**src/rtl/mem_stage_pkg.sv**
```systemverilog
// Shared encodings for the M-stage data-memory access path.
package mem_stage_pkg;

  localparam logic [1:0] BC_WORD = 2'b00;
  localparam logic [1:0] BC_HALF = 2'b01;
  localparam logic [1:0] BC_BYTE = 2'b10;

  typedef enum logic [1:0] {
    ST_IDLE = 2'b00,
    ST_BUSY = 2'b01,
    ST_DONE = 2'b10
  } mem_state_e;

  // Load shape captured at issue so extraction does not depend on EX/MEM holding still
  typedef struct packed {
    logic       ld;
    logic       uns;
    logic [1:0] bc;
    logic [1:0] off;
  } ld_ctrl_t;

endpackage

```
**src/rtl/mem_access_stage_if.sv**
```systemverilog
// Data-memory req/ack bus; master is the M stage, slave is the memory.
interface mem_access_stage_if #(
  parameter int WIDTH = 32
) ();

  logic             dmem_req;
  logic             dmem_we;
  logic [WIDTH-1:0] dmem_addr;
  logic [3:0]       dmem_be;
  logic [WIDTH-1:0] dmem_wdata;
  logic             dmem_ack;
  logic [WIDTH-1:0] dmem_rdata;

  modport master (
    output dmem_req, dmem_we, dmem_addr, dmem_be, dmem_wdata,
    input  dmem_ack, dmem_rdata
  );

  modport slave (
    input  dmem_req, dmem_we, dmem_addr, dmem_be, dmem_wdata,
    output dmem_ack, dmem_rdata
  );

endinterface

```
**src/rtl/mem_lane_align.sv**
```systemverilog
// Combinational byte-lane steering: enables, store replication, load extract/extend, misalign check.
// Zero latency, no flow control.
module mem_lane_align
  import mem_stage_pkg::*;
#(
  parameter int WIDTH = 32
) (
  input  logic [1:0]       bc,
  input  logic [1:0]       addr_lo,
  input  logic [WIDTH-1:0] wd,
  input  logic [1:0]       ld_bc,
  input  logic [1:0]       ld_off,
  input  logic             ld_uns,
  input  logic [WIDTH-1:0] rdata,
  output logic [3:0]       be,
  output logic [WIDTH-1:0] wdata,
  output logic [WIDTH-1:0] ld_data,
  output logic             misaligned
);

  logic [WIDTH-1:0] lane;

  always_comb begin
    be         = 4'b1111;
    wdata      = wd;
    misaligned = 1'b0;
    case (bc)
      BC_HALF: begin
        be         = addr_lo[1] ? 4'b1100 : 4'b0011;
        wdata      = {2{wd[15:0]}};
        misaligned = addr_lo[0];
      end
      BC_BYTE: begin
        be    = 4'b0001 << addr_lo;
        wdata = {4{wd[7:0]}};
      end
      // 2'b11 is decoded as a word access
      default: begin
        be         = 4'b1111;
        misaligned = |addr_lo;
      end
    endcase
  end

  assign lane = rdata >> {ld_off, 3'b000};

  always_comb begin
    ld_data = lane;
    case (ld_bc)
      BC_HALF: ld_data = {{16{~ld_uns & lane[15]}}, lane[15:0]};
      BC_BYTE: ld_data = {{24{~ld_uns & lane[7]}}, lane[7:0]};
      default: ld_data = lane;
    endcase
  end

endmodule

```
**src/rtl/mem_access_stage.sv**
```systemverilog
// MIPS M stage: issues one req/ack data-memory access per instruction, stalls upstream until done.
// Latency >= 3 cycles (IDLE, BUSY, DONE); holds DONE until advance_M, bounded BUSY via timeout.
module mem_access_stage
  import mem_stage_pkg::*;
#(
  parameter int WIDTH          = 32,
  parameter int TIMEOUT_CYCLES = 16,
  parameter int TCNT_W         = 5
) (
  input  logic                clk,
  input  logic                rst_n,
  input  logic                MemtoReg_M,
  input  logic                MemWrite_M,
  input  logic [1:0]          ByteControl_M,
  input  logic                LoadUnsigned_M,
  input  logic [WIDTH-1:0]    ALU_result_M,
  input  logic [WIDTH-1:0]    WriteData_M,
  input  logic                advance_M,
  mem_access_stage_if.master  dmem,
  output logic [WIDTH-1:0]    ReadData_M,
  output logic                stall_M,
  output logic                misalign_M,
  output logic                bus_error_M
);

  mem_state_e        state_q, state_d;
  ld_ctrl_t          ld_q;
  logic [TCNT_W-1:0] tcnt_q, tcnt_inc;
  logic              access, timeout_hit;
  logic [3:0]        be_c;
  logic [WIDTH-1:0]  wdata_c, ld_data_c;
  logic              misaligned_c;

  assign access      = MemtoReg_M | MemWrite_M;
  assign tcnt_inc    = tcnt_q + TCNT_W'(1);
  assign timeout_hit = (TIMEOUT_CYCLES != 0) && (tcnt_inc == TCNT_W'(TIMEOUT_CYCLES));

  mem_lane_align #(.WIDTH(WIDTH)) u_lane (
    .bc         (ByteControl_M),
    .addr_lo    (ALU_result_M[1:0]),
    .wd         (WriteData_M),
    .ld_bc      (ld_q.bc),
    .ld_off     (ld_q.off),
    .ld_uns     (ld_q.uns),
    .rdata      (dmem.dmem_rdata),
    .be         (be_c),
    .wdata      (wdata_c),
    .ld_data    (ld_data_c),
    .misaligned (misaligned_c)
  );

  always_ff @(posedge clk) begin
    if (!rst_n) state_q <= ST_IDLE;
    else        state_q <= state_d;
  end

  always_comb begin
    state_d    = state_q;
    stall_M    = 1'b0;
    misalign_M = 1'b0;
    case (state_q)
      ST_IDLE: begin
        if (access) begin
          if (misaligned_c) begin
            misalign_M = 1'b1;
          end else begin
            stall_M = 1'b1;
            state_d = ST_BUSY;
          end
        end
      end
      ST_BUSY: begin
        stall_M = 1'b1;
        if (dmem.dmem_ack || timeout_hit) state_d = ST_DONE;
      end
      // No path back to BUSY from here, so a held store can never be replayed
      ST_DONE: if (advance_M) state_d = ST_IDLE;
      default: state_d = ST_IDLE;
    endcase
    if (!rst_n) begin
      stall_M    = 1'b0;
      misalign_M = 1'b0;
    end
  end

  always_ff @(posedge clk) begin
    if (!rst_n) begin
      dmem.dmem_req   <= 1'b0;
      dmem.dmem_we    <= 1'b0;
      dmem.dmem_addr  <= '0;
      dmem.dmem_be    <= '0;
      dmem.dmem_wdata <= '0;
      ReadData_M      <= '0;
      bus_error_M     <= 1'b0;
      tcnt_q          <= '0;
      ld_q            <= '0;
    end else begin
      case (state_q)
        ST_IDLE: begin
          if (access && !misaligned_c) begin
            dmem.dmem_req   <= 1'b1;
            dmem.dmem_we    <= MemWrite_M;
            dmem.dmem_addr  <= {ALU_result_M[WIDTH-1:2], 2'b00};
            dmem.dmem_be    <= be_c;
            dmem.dmem_wdata <= wdata_c;
            tcnt_q          <= '0;
            ld_q            <= '{ld:  MemtoReg_M & ~MemWrite_M,
                                 uns: LoadUnsigned_M,
                                 bc:  ByteControl_M,
                                 off: ALU_result_M[1:0]};
          end
        end
        ST_BUSY: begin
          tcnt_q <= tcnt_inc;
          if (dmem.dmem_ack) begin
            dmem.dmem_req <= 1'b0;
            dmem.dmem_we  <= 1'b0;
            if (ld_q.ld) ReadData_M <= ld_data_c;
          end else if (timeout_hit) begin
            dmem.dmem_req <= 1'b0;
            dmem.dmem_we  <= 1'b0;
            ReadData_M    <= '0;
            bus_error_M   <= 1'b1;
          end
        end
        ST_DONE: if (advance_M) bus_error_M <= 1'b0;
        default: ;
      endcase
    end
  end

endmodule

```
**src/flat_wrapper.sv**
```systemverilog
// flat-port wrapper written by rule: the top's interface ports become plain ports
module mem_access_stage_flat import mem_stage_pkg::*;
#(
  parameter int WIDTH          = 32,
  parameter int TIMEOUT_CYCLES = 16,
  parameter int TCNT_W         = 5
)
  (clk, rst_n, MemtoReg_M, MemWrite_M, ByteControl_M, LoadUnsigned_M, ALU_result_M, WriteData_M, advance_M, ReadData_M, stall_M, misalign_M, bus_error_M, dmem_dmem_req, dmem_dmem_we, dmem_dmem_addr, dmem_dmem_be, dmem_dmem_wdata, dmem_dmem_ack, dmem_dmem_rdata);
  mem_access_stage_if #(.WIDTH(WIDTH)) dmem_i ();
  input  logic clk;
  input  logic rst_n;
  input  logic MemtoReg_M;
  input  logic MemWrite_M;
  input  logic [1:0] ByteControl_M;
  input  logic LoadUnsigned_M;
  input  logic [WIDTH-1:0] ALU_result_M;
  input  logic [WIDTH-1:0] WriteData_M;
  input  logic advance_M;
  output logic [WIDTH-1:0] ReadData_M;
  output logic stall_M;
  output logic misalign_M;
  output logic bus_error_M;
  output wire logic [$bits(dmem_i.dmem_req)-1:0] dmem_dmem_req;
  output wire logic [$bits(dmem_i.dmem_we)-1:0] dmem_dmem_we;
  output wire logic [$bits(dmem_i.dmem_addr)-1:0] dmem_dmem_addr;
  output wire logic [$bits(dmem_i.dmem_be)-1:0] dmem_dmem_be;
  output wire logic [$bits(dmem_i.dmem_wdata)-1:0] dmem_dmem_wdata;
  input wire logic [$bits(dmem_i.dmem_ack)-1:0] dmem_dmem_ack;
  input wire logic [$bits(dmem_i.dmem_rdata)-1:0] dmem_dmem_rdata;
  assign dmem_dmem_req = dmem_i.dmem_req;
  assign dmem_dmem_we = dmem_i.dmem_we;
  assign dmem_dmem_addr = dmem_i.dmem_addr;
  assign dmem_dmem_be = dmem_i.dmem_be;
  assign dmem_dmem_wdata = dmem_i.dmem_wdata;
  assign dmem_i.dmem_ack = dmem_dmem_ack;
  assign dmem_i.dmem_rdata = dmem_dmem_rdata;
  mem_access_stage #(.WIDTH(WIDTH), .TIMEOUT_CYCLES(TIMEOUT_CYCLES), .TCNT_W(TCNT_W)) u_core (.clk(clk), .rst_n(rst_n), .MemtoReg_M(MemtoReg_M), .MemWrite_M(MemWrite_M), .ByteControl_M(ByteControl_M), .LoadUnsigned_M(LoadUnsigned_M), .ALU_result_M(ALU_result_M), .WriteData_M(WriteData_M), .advance_M(advance_M), .dmem(dmem_i), .ReadData_M(ReadData_M), .stall_M(stall_M), .misalign_M(misalign_M), .bus_error_M(bus_error_M));
endmodule
```
**config.mk**
```make
export PLATFORM = sky130hd
export DESIGN_NAME = mem_access_stage_flat
export DESIGN_NICKNAME = d
export VERILOG_FILES = /design/src/rtl/mem_stage_pkg.sv /design/src/rtl/mem_access_stage_if.sv /design/src/rtl/mem_lane_align.sv /design/src/rtl/mem_access_stage.sv /design/src/flat_wrapper.sv
export SDC_FILE = /design/constraint.sdc
export NUM_CORES = 1
export LEC_CHECK = 0
export ABC_AREA = 1
export CELL_PAD_IN_SITES_DETAIL_PLACEMENT = 0
export CELL_PAD_IN_SITES_GLOBAL_PLACEMENT = 1
export CORE_MARGIN = 1.5
export CORE_UTILIZATION = 32
export CTS_CLUSTER_SIZE = 40
export DETAILED_ROUTE_END_ITERATION = 8
export PLACE_DENSITY = 0.9
export RECOVER_POWER = 100
export SYNTH_ARGS = -nofsm -noshare
export SYNTH_HDL_FRONTEND = slang
export SYNTH_SLANG_ARGS = --single-unit
```
**constraint.sdc**
```tcl
create_clock -name clk -period 5.15 [get_ports clk]
set_clock_uncertainty 0.05 [all_clocks]
set_input_delay 1.03 -clock clk [delete_from_list [all_inputs] [get_ports clk]]
set_output_delay 1.03 -clock clk [all_outputs]
set_load 0.03 [all_outputs]
```
; Word-level counts from Yosys, hierarchy flattened
; Index checks and enable logic that the tools add are counted.
; Widths: inputs -> output; s select.
[totals]
reg_bits = 114
inputBits = 105
out_inout_bits = 105
[op_classes]
add_sub_neg = 1
n_eq_ne = 16
shifts = 2
n_mux = 33
bitwise = 6
n_reduce_logical = 14
[ops]
columns = operator, count
row1 = $pmux 32 s2, 2
row2 = $mux 32, 3
row3 = $shr 32x5->32, 1
row4 = $mux 1, 14
row5 = $ne 2x1->1 const B, 5
row6 = $pmux 1 s2, 5
row7 = $pmux 5 s2, 1
row8 = $mux 2, 4
row9 = $pmux 4 s2, 1
row10 = $reduce_and 4->1, 2
row11 = $eq 2x1->1 const B, 3
row12 = $eq 2x2->1 const B, 3
row13 = $ne 2x2->1 const B, 3
row14 = $pmux 2 s3, 1
row15 = $reduce_and 3->1, 2
row16 = $reduce_bool 2->1, 3
row17 = $add 5x1->5 const B, 1
row18 = $eq 5x5->1 const B, 1
row19 = $mux 5, 1
row20 = $mux 4, 1
row21 = $reduce_and 2->1, 2
row22 = $shl 1x2->4 const A, 1
row23 = $and 1x1->1, 3
row24 = $ne 3x2->1 const B, 1
row25 = other kinds (7), 8

; Longest topological paths before layout
; Gate-level depths: netlist of run 1.
[depth]
ltp_word = 6
mapped_depth = 12

; Cells and area by module
; Synthesis of run 1 repeated with hierarchy kept, for this count alone.
[unflattened]
cells_unflattened = 923
area_unflattened_um2 = 5893.2
[by_module_without_submodules]
columns = module, instances, cells_per_inst, area_per_inst_um2, seq_area_each_um2
row1 = mem_access_stage, 1, 645, 4528.1, 2282.2
row2 = mem_lane_align, 1, 278, 1365.1, 0.0

; Worst setup path after synthesis of run 1
; Ideal clock, no wire load.
[synth_path]
path_type = input-to-output
startpoint = input port ByteControl_M[0]
endpoint = output port misalign_M
arrival_ns = 2.561
setup_slack_ns = 1.509
path_stages = 7
path_buffers = 1
cell_sequence = inv_1 ha_1 buf_2 inv_2 o21ai_1 nand2_1 nor4_1
[synth_via]
elab_chain_len = 6
elab_cells_between_ends = 7
cone_classes = eq/ne: 2 / mux: 5
[synth_rtl]
columns = element, line
row1 = start: declaration, flat_wrapper.sv:14  ; input logic [1:0] ByteControl_M;
row2 = $eq 2x2->1 or $eq 2x1->1 (tied branches), mem_lane_align.sv:27  ; case (bc)
row3 = $pmux 1 s2 (*), mem_lane_align.sv:27
row4 = $mux 1 (*), mem_access_stage.sv:64  ; if (misaligned_c) begin
row5 = $mux 1 (*), mem_access_stage.sv:63  ; if (access) begin
row6 = $mux 1 (*), mem_access_stage.sv:61  ; case (state_q)
row7 = $mux 1 (*), mem_access_stage.sv:80  ; if (!rst_n) begin
row8 = end: declaration, flat_wrapper.sv:21  ; output logic misalign_M;
; Every way passes the cells marked *; elsewhere a longest branch is shown, timed or not.

; Worst setup path after layout of run 1
[layout_path]
startpoint = input port ByteControl_M[1]
endpoint = output port stall_M
[layout_via]
elab_chain_len = 6
elab_cells_between_ends = 7
cone_classes = eq/ne: 2 / mux: 5
[layout_rtl]
columns = element, line
row1 = $eq 2x2->1 or $eq 2x1->1 (tied branches), mem_lane_align.sv:27
row2 = $pmux 1 s2 (*), mem_lane_align.sv:27
row3 = $mux 1 (*), mem_access_stage.sv:64
row4 = $mux 1 (*), mem_access_stage.sv:63
row5 = $pmux 1 s2 (*), mem_access_stage.sv:61
row6 = $mux 1 (*), mem_access_stage.sv:80
row7 = end: declaration, flat_wrapper.sv:20  ; output logic stall_M;
; Marks and branches as above.

==> results of run 1 <==
[report_power, final]
group          internal (mW)  switching, mW
combinational          0.267          0.435
clock                  0.698          0.407
sequential             0.964         0.0444
[logic make-up after synthesis]
kind of cell / Yosys count / synth area share [%]
AOI/OAI and AO/OA: 213 / 21.4
DFF: 114 / 43.8
and+or+nand+nor: 294 / 23.3
buffers and inverters: 91 / 8.88
adders and majority gates: 5 / 1.20
other: 1 / 0.0719
muxes: 7 / 1.34
[cell usage after synthesis (2+ instances only)]
cell type and count:
a21oi_1 86, a31oi_1 10, buf_1 2, buf_2 9, buf_4 6, buf_6 11, clkbuf_1 26, dfxtp_1 114
ha_1 5, inv_1 32, inv_2 2, mux2i_1 7, nand2_1 152, nand3_1 35, nand3_2 4, nand4_1 4
nor2_1 91, o211ai_1 14, o21ai_0 100, o31ai_1 2
[cell type report]
cell class	instances	area share (%)
clock inverter	9	1.04
tap	216	3.46
multi-input combinational	521	31.6
timing repair buffer	212	26.8
clock buffer	23	6.13
inverter	36	1.75
sequential	114	29.3
[state kept, by name, indices dropped and copies added, names as in the netlist]
register / flops
u_core.tcnt_q: 5
u_core.state_q: 2
u_core.dmem.dmem_be: 4
u_core.ReadData_M: 32
u_core.ld_q: 6
u_core.dmem.dmem_req: 1
u_core.dmem.dmem_addr: 30
u_core.dmem.dmem_wdata: 32
u_core.bus_error_M: 1
u_core.dmem.dmem_we: 1
[through the flow]
step | instance area (um2) | hold slack, ns | std cells | setup WS (ns)
floorplan | 5220 | 0.401 | 726 | 1.51
global placement | 7270 | 0.399 | 1099 | 0.742
detailed placement | 7270 | 0.402 | 1099 | 0.690
CTS | 7830 | 0.410 | 1131 | 0.686
global route | 7800 | 0.419 | 1131 | 0.399
finish | 7800 | 0.404 | 1131 | 0.554
[path summary, 6_finish.rpt]
check | from | end | slack [ns] | depth (start not counted)
hold / removal | u_core.ReadData_M[23] | u_core.ReadData_M[23] | 0.40 | 2
setup / recovery | ByteControl_M[1] | stall_M | 0.55 | 11
setup reg to reg | u_core.ld_q[0] | u_core.ReadData_M[30] | 1.46 | 7
hold reg to reg | u_core.ReadData_M[23] | u_core.ReadData_M[23] | 0.40 | 2
[routing by layer]
layer,vias to the layer above,share of wire [%]
li1,2769,-
met1,2374,42
met2,185,46
met3,19,11
met4,0,1.7
met5,-,0
[worst max-delay path: cells and delay by family]
family / cells / cell delay (ns)
and+or+nand+nor: 4 / 0.38
AOI/OAI and AO/OA: 1 / 0.16
adders and majority gates: 1 / 0.38
buffers and inverters: 5 / 1.57
==> impl_metrics.toml, run 1 <==
[drt]
via_per_inst = 4.73
avgRoutedWirePerCell_um = 14.8
routed_wl_um = 16800
post-route-drc-count = 0
initialDrtViolationCount = 309
first_pass_iters = 6
ant_nets = 0
vias = 5347

[yosys]
synth_top_cell_area_share_pct = 43.8
ys_warn_count = 0
synth-seq-cells = 114
synth_edf_count = 0
synth_area_leaders = "dfxtp_1 44%, nand2_1 11%, o21ai_0 9.6%"
yosysTopAreaCell = "dfxtp_1"
syn_avg_cell_area_um2 = 7.19
yosysUniqueCellTypes = 33
synthesis.area_um2 = 5220
synth_ff_type = "dfxtp_1"
netlist_instances = 725
yosysSeqAreaShare_pct = 43.8
async_flop_share_pct = 0

[clock_tree]
htreeDepth = 4
clk_pin_slew_worst_paths_ns = 0.05
clkSinkCount = 114
tritoncts = "done"
cts_setup_buffers = 0
clockBufferDepth = 2
ctsResizeCount = 0
clock_latency_ns = 0.41
cts_buffers = 17
hold_buffers = 0
root_buffer = "clkbuf_16"

[placed_design]
port_buffers = 207
place_hpwl_um = 11700
place.gp.congestion = 0.788

[run_status]
violations = "capacitance limit, slew limit"
status = "finished, violations left"

[flow_run]
drv_cap = 2

[grt]
met1_usage_pct = 23.8
grt_pass1_vias = 4917
antenna_found_initial = 0
grt_busiest_layer = "met2"
gr-usage-met3_pct = 9.00
grt_usage_pct = 19.8
use_met2_pct = 30.9
grt_pass1_wl_um = 25800
grt_max_degree = 95
grt.overflow.total = 0

[setup_path]
crit_required_ns = 4.07
crit_slowest_cell = "dlygate4sd3_1"
path_class = "primary input to output port"
cpMostUsedCell = "inv_1"
crit_path_max_incr_delay_ns = 0.68
cp.arrival_ns = 3.52
critical_path.startpoint_type = "primary input"
path_cells = "dlygate4sd3_1, inv_1, ha_1, inv_1, o21ai_0, nand2_1, nand2_4, nand2_1, inv_1, nor2_1, dlygate4sd3_1"
critPathCaptureType = "output port"
critPathMaxFanout = 11

[finish]
layout-area-overhead-vs-synth_pct = 49.6
regArea_um2 = 2280
final_common_cell = "nand2_1"
drive_above_1_share_pct = 4.59
layout_common_cells = "152 x nand2_1, 114 x dfxtp_1, 103 x dlygate4sd3_1"
multi_input_area_um2 = 2460
num-nets-final = 1012
num-fill-cells = 1665
utilization_pct = 49.1
diodes = 0

[die]
start_util_pct = 32.8
core_um2 = 15900
die_w_um = 131
row_count = 46
die_y_um = 131
die-area_um2 = 17100
ioPinCount = 210

[worst_hold_path]
hp-class = "flop to flop"

[timing]
relSlewSlack_pct = -74.3
finalCritPeriodShare_pct = 89.2
setup_viol = 0
finalSetupTns_ns = 0
worst_pin_slew_ns = 2.61
fmax_ghz = 0.218
slew_violations = 117
rsz0062_at_grt = "false"
finalHoldViolCount = 0
final.min_clock_period_ns = 4.60

[power_and_ir_drop]
p_total_mw = 2.82
p_leak_nw = 3.23
power.density_nw_per_um2 = 361
ir_worst_vdd_mv = 0.217
(Power assumes the default switching activity.)
==> run 2: changes to the inputs <==
- ABC_AREA: 1 -> default
- CORE_UTILIZATION: 32 -> 33
- PLACE_DENSITY: 0.9 -> 0.91
==> impl_metrics.toml, run 2 <==
[run_status]
status = "finished, violations left"
violations = "capacitance limit, slew limit"

[clock_tree]
cts_setup_buffers = 0
tritoncts = "done"
cts_buffers = 17
root_buffer = "clkbuf_16"
clk_pin_slew_worst_paths_ns = 0.05
clock_latency_ns = 0.41
clkSinkCount = 114
hold_buffers = 0
ctsResizeCount = 0
clockBufferDepth = 2
htreeDepth = 4

[setup_path]
critPathCaptureType = "output port"
critPathMaxFanout = 3
cp.arrival_ns = 3.15
crit_required_ns = 4.07
crit_start = "ByteControl_M[0]"
path_class = "primary input to output port"
critical_path.startpoint_type = "primary input"
r2r-start = "u_core.state_q[1]"

[timing]
setup_viol = 0
finalSetupTns_ns = 0
relSlewSlack_pct = -77.4
finalHoldViolCount = 0
rsz0062_at_grt = "false"
hold_slack_ns = 0.398
finalCritPeriodShare_pct = 82.2
fmax_ghz = 0.236
fin_ws_ns = 0.918
final.min_clock_period_ns = 4.23
worst_pin_slew_ns = 2.66
slew_violations = 57

[yosys]
yosysUniqueCellTypes = 50
synth_compound_area_share_pct = 22.8
yosysTopAreaCell = "dfxtp_1"
synth.area.mux_share_pct = 5.23
synthesis.area_um2 = 5030
ys_warn_count = 0
synth_top_cell_area_share_pct = 45.4
syn_avg_cell_area_um2 = 8.31
synth_ff_type = "dfxtp_1"
synth_xor_area_share_pct = 0
synth_area_leaders = "dfxtp_1 45%, nand2_1 8.7%, a21oi_1 7.9%"
synth-seq-cells = 114
synthTopCellsByCount = "117 x nand2_1, 114 x dfxtp_1, 79 x a21oi_1"
netlist_instances = 605
async_flop_share_pct = 0
synth-simple-area-share_pct = 19.7
synth_top_family_by_area = "compound AO/OA/AOI/OAI gates"
synthAdderAreaFrac_pct = 1.24
synth_edf_count = 0
yosysSeqAreaShare_pct = 45.4
yosysMostFrequentCell = "nand2_1"

[finish]
utilization_pct = 52.9
num-nets-final = 901
layout_common_cells = "117 x nand2_1, 114 x dfxtp_1, 104 x dlygate4sd3_1"
num-fill-cells = 1375
instances_no_fill = 987
diodes = 0
regArea_um2 = 2280
layout-area-overhead-vs-synth_pct = 54.7
drive_above_1_share_pct = 7.47
final_common_cell = "nand2_1"
reg_top3 = "u_core.ReadData_M: 32 flops, u_core.dmem.dmem_wdata: 32 flops, u_core.dmem.dmem_addr: 30 flops"
multi_input_area_um2 = 2480

[placed_design]
place_hpwl_um = 11100
dp.cells = 956
post-place-ws_ns = 1.09
port_buffers = 207
place.gp.congestion = 0.788

[die]
die_w_um = 126
start_util_pct = 34.2
ioPinCount = 210
row_count = 44
core_um2 = 14700
die-area_um2 = 16000
die_y_um = 126

[grt]
grt_usage_pct = 20.0
grt_max_degree = 68
grt_pass1_vias = 4730
grt.overflow.total = 0
grt_pass1_wl_um = 25000
antenna_found_initial = 0

[power_and_ir_drop]
seqPwrFrac_pct = 34.3
ir_worst_vdd_mv = 0.224
p_leak_nw = 3.12
swShare_pct = 28.3
power.share.combinational_pct = 21.5
power.density_nw_per_um2 = 368
clock_power_share_pct = 44.2
p_sw_uw = 810
intPower_mw = 2.05

[drt]
initialDrtViolationCount = 297
post-route-drc-count = 0
routed_wl_um = 15900
via_per_inst = 5.04
ant_nets = 0
first_pass_iters = 6
vias = 4972
avgRoutedWirePerCell_um = 16.2

[flow_run]
drv_cap = 1

[worst_hold_path]
hp-class = "flop to flop"
min_from = "u_core.dmem.dmem_addr[14]"
[run 2: path summary, 6_finish.rpt]
check	endpoint	depth (start not counted)	slack, ns
setup / recovery	misalign_M	7	0.92
hold reg to reg	u_core.dmem.dmem_addr[14]	2	0.40
hold / removal	u_core.dmem.dmem_addr[14]	2	0.40
setup reg to reg	u_core.ReadData_M[31]	5	1.95
[run 2: cell families after synthesis]
family	count (synthesis)
AND/OR/NAND/NOR	225
AO/OA/AOI/OAI	178
buffers and inverters	58
flip-flops	114
other	1
adder cells (fa/ha/maj)	5
multiplexers	24
[run 2: critical path, stage by stage]
cell,delay [ns]
dlygate4sd3_1,0.58
inv_1,0.06
ha_1,0.34
a21oi_1,0.15
or2_2,0.33
nor4_1,0.32
clkbuf_1,0.35
[run 2: area by class of cell]
type	instances	area share [%]
multi-input combinational	434	31.9
sequential	114	29.3
timing repair buffer	216	27.2
clock buffer	21	6.18
tap	184	2.96
clock inverter	10	2.00
inverter	8	0.386
[run 2: power groups by stage]
stage / Clock, mW / Sequential, mW / Combinational (mW)
6_report: 1.26 / 0.980 / 0.616
5_1_grt: 1.33 / 0.989 / 0.666
4_1_cts: 1.29 / 0.983 / 0.645
3_5_place_dp: 0 / 1.00 / 0.640
3_3_place_gp: 0 / 0.999 / 0.639
2_1_floorplan: 0 / 1.11 / 0.257
[run 2: metrics by stage]
stage,cell area (um2),total power [mW]
3_3_place_gp,7170,1.64
3_5_place_dp,7170,1.64
5_1_grt,7780,2.98
2_1_floorplan,5030,1.37
6_report,7780,2.86
4_1_cts,7800,2.92
[run 2: per-layer routing]
metal	part of all wire, %	up-vias	global-route usage (%)
met5	0	-	0
met4	1.1	0	6.36
met3	9.9	15	8.90
met2	46	189	32.3
met1	43	2267	23.7
li1	-	2501	-
==> run 3: changes to the inputs <==
- CORE_UTILIZATION: 33 -> 30
- PLACE_DENSITY: 0.91 -> 0.84
- clock period: 5.15 -> 4.3 ns (I/O delays scaled with it)
==> impl_metrics.toml, run 3 (synthesis gave the netlist of run 2 again) <==
[die]
row_count = 47
die_y_um = 132
die_w_um = 132
die-area_um2 = 17500
core_um2 = 16500
ioPinCount = 210
start_util_pct = 30.5

[drt]
post-route-drc-count = 0
routed_wl_um = 16500
ant_nets = 0
avgRoutedWirePerCell_um = 16.1
vias = 5010
via_per_inst = 4.89
first_pass_iters = 5
initialDrtViolationCount = 261

[grt]
antenna_found_initial = 0
grt_max_degree = 79
grt_pass1_wl_um = 25900
grt_pass1_vias = 4718
grt_usage_pct = 18.8
grt.overflow.total = 0

[power_and_ir_drop]
power.density_nw_per_um2 = 437
p_leak_nw = 3.14
ir_worst_vdd_mv = 0.246

[finish]
layout-area-overhead-vs-synth_pct = 55.7
diodes = 0
utilization_pct = 47.5
num-nets-final = 901
final_common_cell = "nand2_1"
drive_above_1_share_pct = 7.34
layout_common_cells = "117 x nand2_1, 114 x dfxtp_1, 104 x dlygate4sd3_1"
reg_top3 = "u_core.ReadData_M: 32 flops, u_core.dmem.dmem_wdata: 32 flops, u_core.dmem.dmem_addr: 30 flops"

[setup_path]
crit_family = "buffers and inverters"
r2r_slack_ns = 1.11
critPathMaxFanout = 3
crit_slowest_cell = "dlygate4sd3_1"
crit_path_max_incr_delay_ns = 0.57
cp.arrival_ns = 2.92
critPathCaptureType = "output port"
crit_required_ns = 3.39
critical_path.startpoint_type = "primary input"
path_cells = "dlygate4sd3_1, inv_1, ha_1, a21oi_1, or2_2, nor4_1, clkbuf_1"
cp_num_cells = 7
path_class = "primary input to output port"
critical_path_buf_inv_count = 3
r2r_cells = 5

[clock_tree]
clock_latency_ns = 0.41
htreeDepth = 4
root_buffer = "clkbuf_16"
clockBufferDepth = 2
ctsResizeCount = 0
cts_buffers = 17
cts_setup_buffers = 0
tritoncts = "done"
clk_pin_slew_worst_paths_ns = 0.05
hold_buffers = 0
clkSinkCount = 114

[timing]
fmax_ghz = 0.261
finalCritPeriodShare_pct = 89.1
fin_ws_ns = 0.467
setup_viol = 0
rsz0062_at_grt = "false"
finalSetupTns_ns = 0
final.min_clock_period_ns = 3.83
relSlewSlack_pct = 7.95
worst_pin_slew_ns = 1.38
slew_violations = 0
finalHoldViolCount = 0

[placed_design]
place.gp.congestion = 0.814
post-place-ws_ns = 0.600
place_hpwl_um = 11400
port_buffers = 207

[flow_run]
drv_cap = 0

[worst_hold_path]
hp-class = "flop to flop"
hold_path_depth = 2

[run_status]
status = "complete, no violations"
==> run 3: cell count changes in the layout (fill, tap and decap cells not counted), sizes merged <==
cell / before / now
buf: 6 / 8
clkbuf: 26 / 25
clkinv: 5 / 4
inv: 7 / 8
==> run 3: final timing paths <==
kind | from | endpoint
worst max register to register | u_core.state_q[1] | u_core.ReadData_M[30]
worst max-delay path | ByteControl_M[0] | misalign_M
worst min-delay path | u_core.ReadData_M[7] | u_core.ReadData_M[7]
worst min register to register | u_core.ReadData_M[7] | u_core.ReadData_M[7]
==> run 3: area by class of cell <==
class	count	area, um2
Clock buffer	22	474
Clock inverter	10	155
Fill cell	1617	8640
Inverter	8	30.0
Multi-Input combinational cell	434	2460
Sequential cell	114	2280
Tap cell	220	275
Timing Repair Buffer	216	2150
==> run 3: through the flow <==
step	hold WS [ns]	instances	total power, mW	area (um2)
6_report	0.396	1024	3.42	7830
5_1_grt	0.413	1024	3.57	7830
4_1_cts	0.400	1024	3.49	7870
3_5_place_dp	0.395	992	1.97	7240
3_3_place_gp	0.388	992	1.97	7240
2_1_floorplan	0.399	606	1.64	5030
==> run 3: worst register-to-register path, stage by stage, from the launching register on <==
cell and delay [ns]:
dfxtp_1 0.38, nand2b_1 0.37, nor2_1 0.25, a21oi_1 0.62, and2_0 1.13, a221o_2 0.33
==> run 3: power by group <==
part / internal (mW) / switching, mW
combinational: 0.300 / 0.442
sequential: 1.13 / 0.0407
clock: 1.01 / 0.496
==> run 3: per-layer routing <==
| metal | GRT usage (%) | share of wire, % | vias to the layer above | wire [um] |
|---|---|---|---|---|
| li1 | - | - | 2492 | - |
| met1 | 22.5 | 42 | 2280 | 6990 |
| met2 | 29.7 | 46 | 220 | 7530 |
| met3 | 8.74 | 10 | 18 | 1700 |
| met4 | 6.41 | 1.7 | 0 | 275 |
| met5 | 0 | 0 | - | 0 |
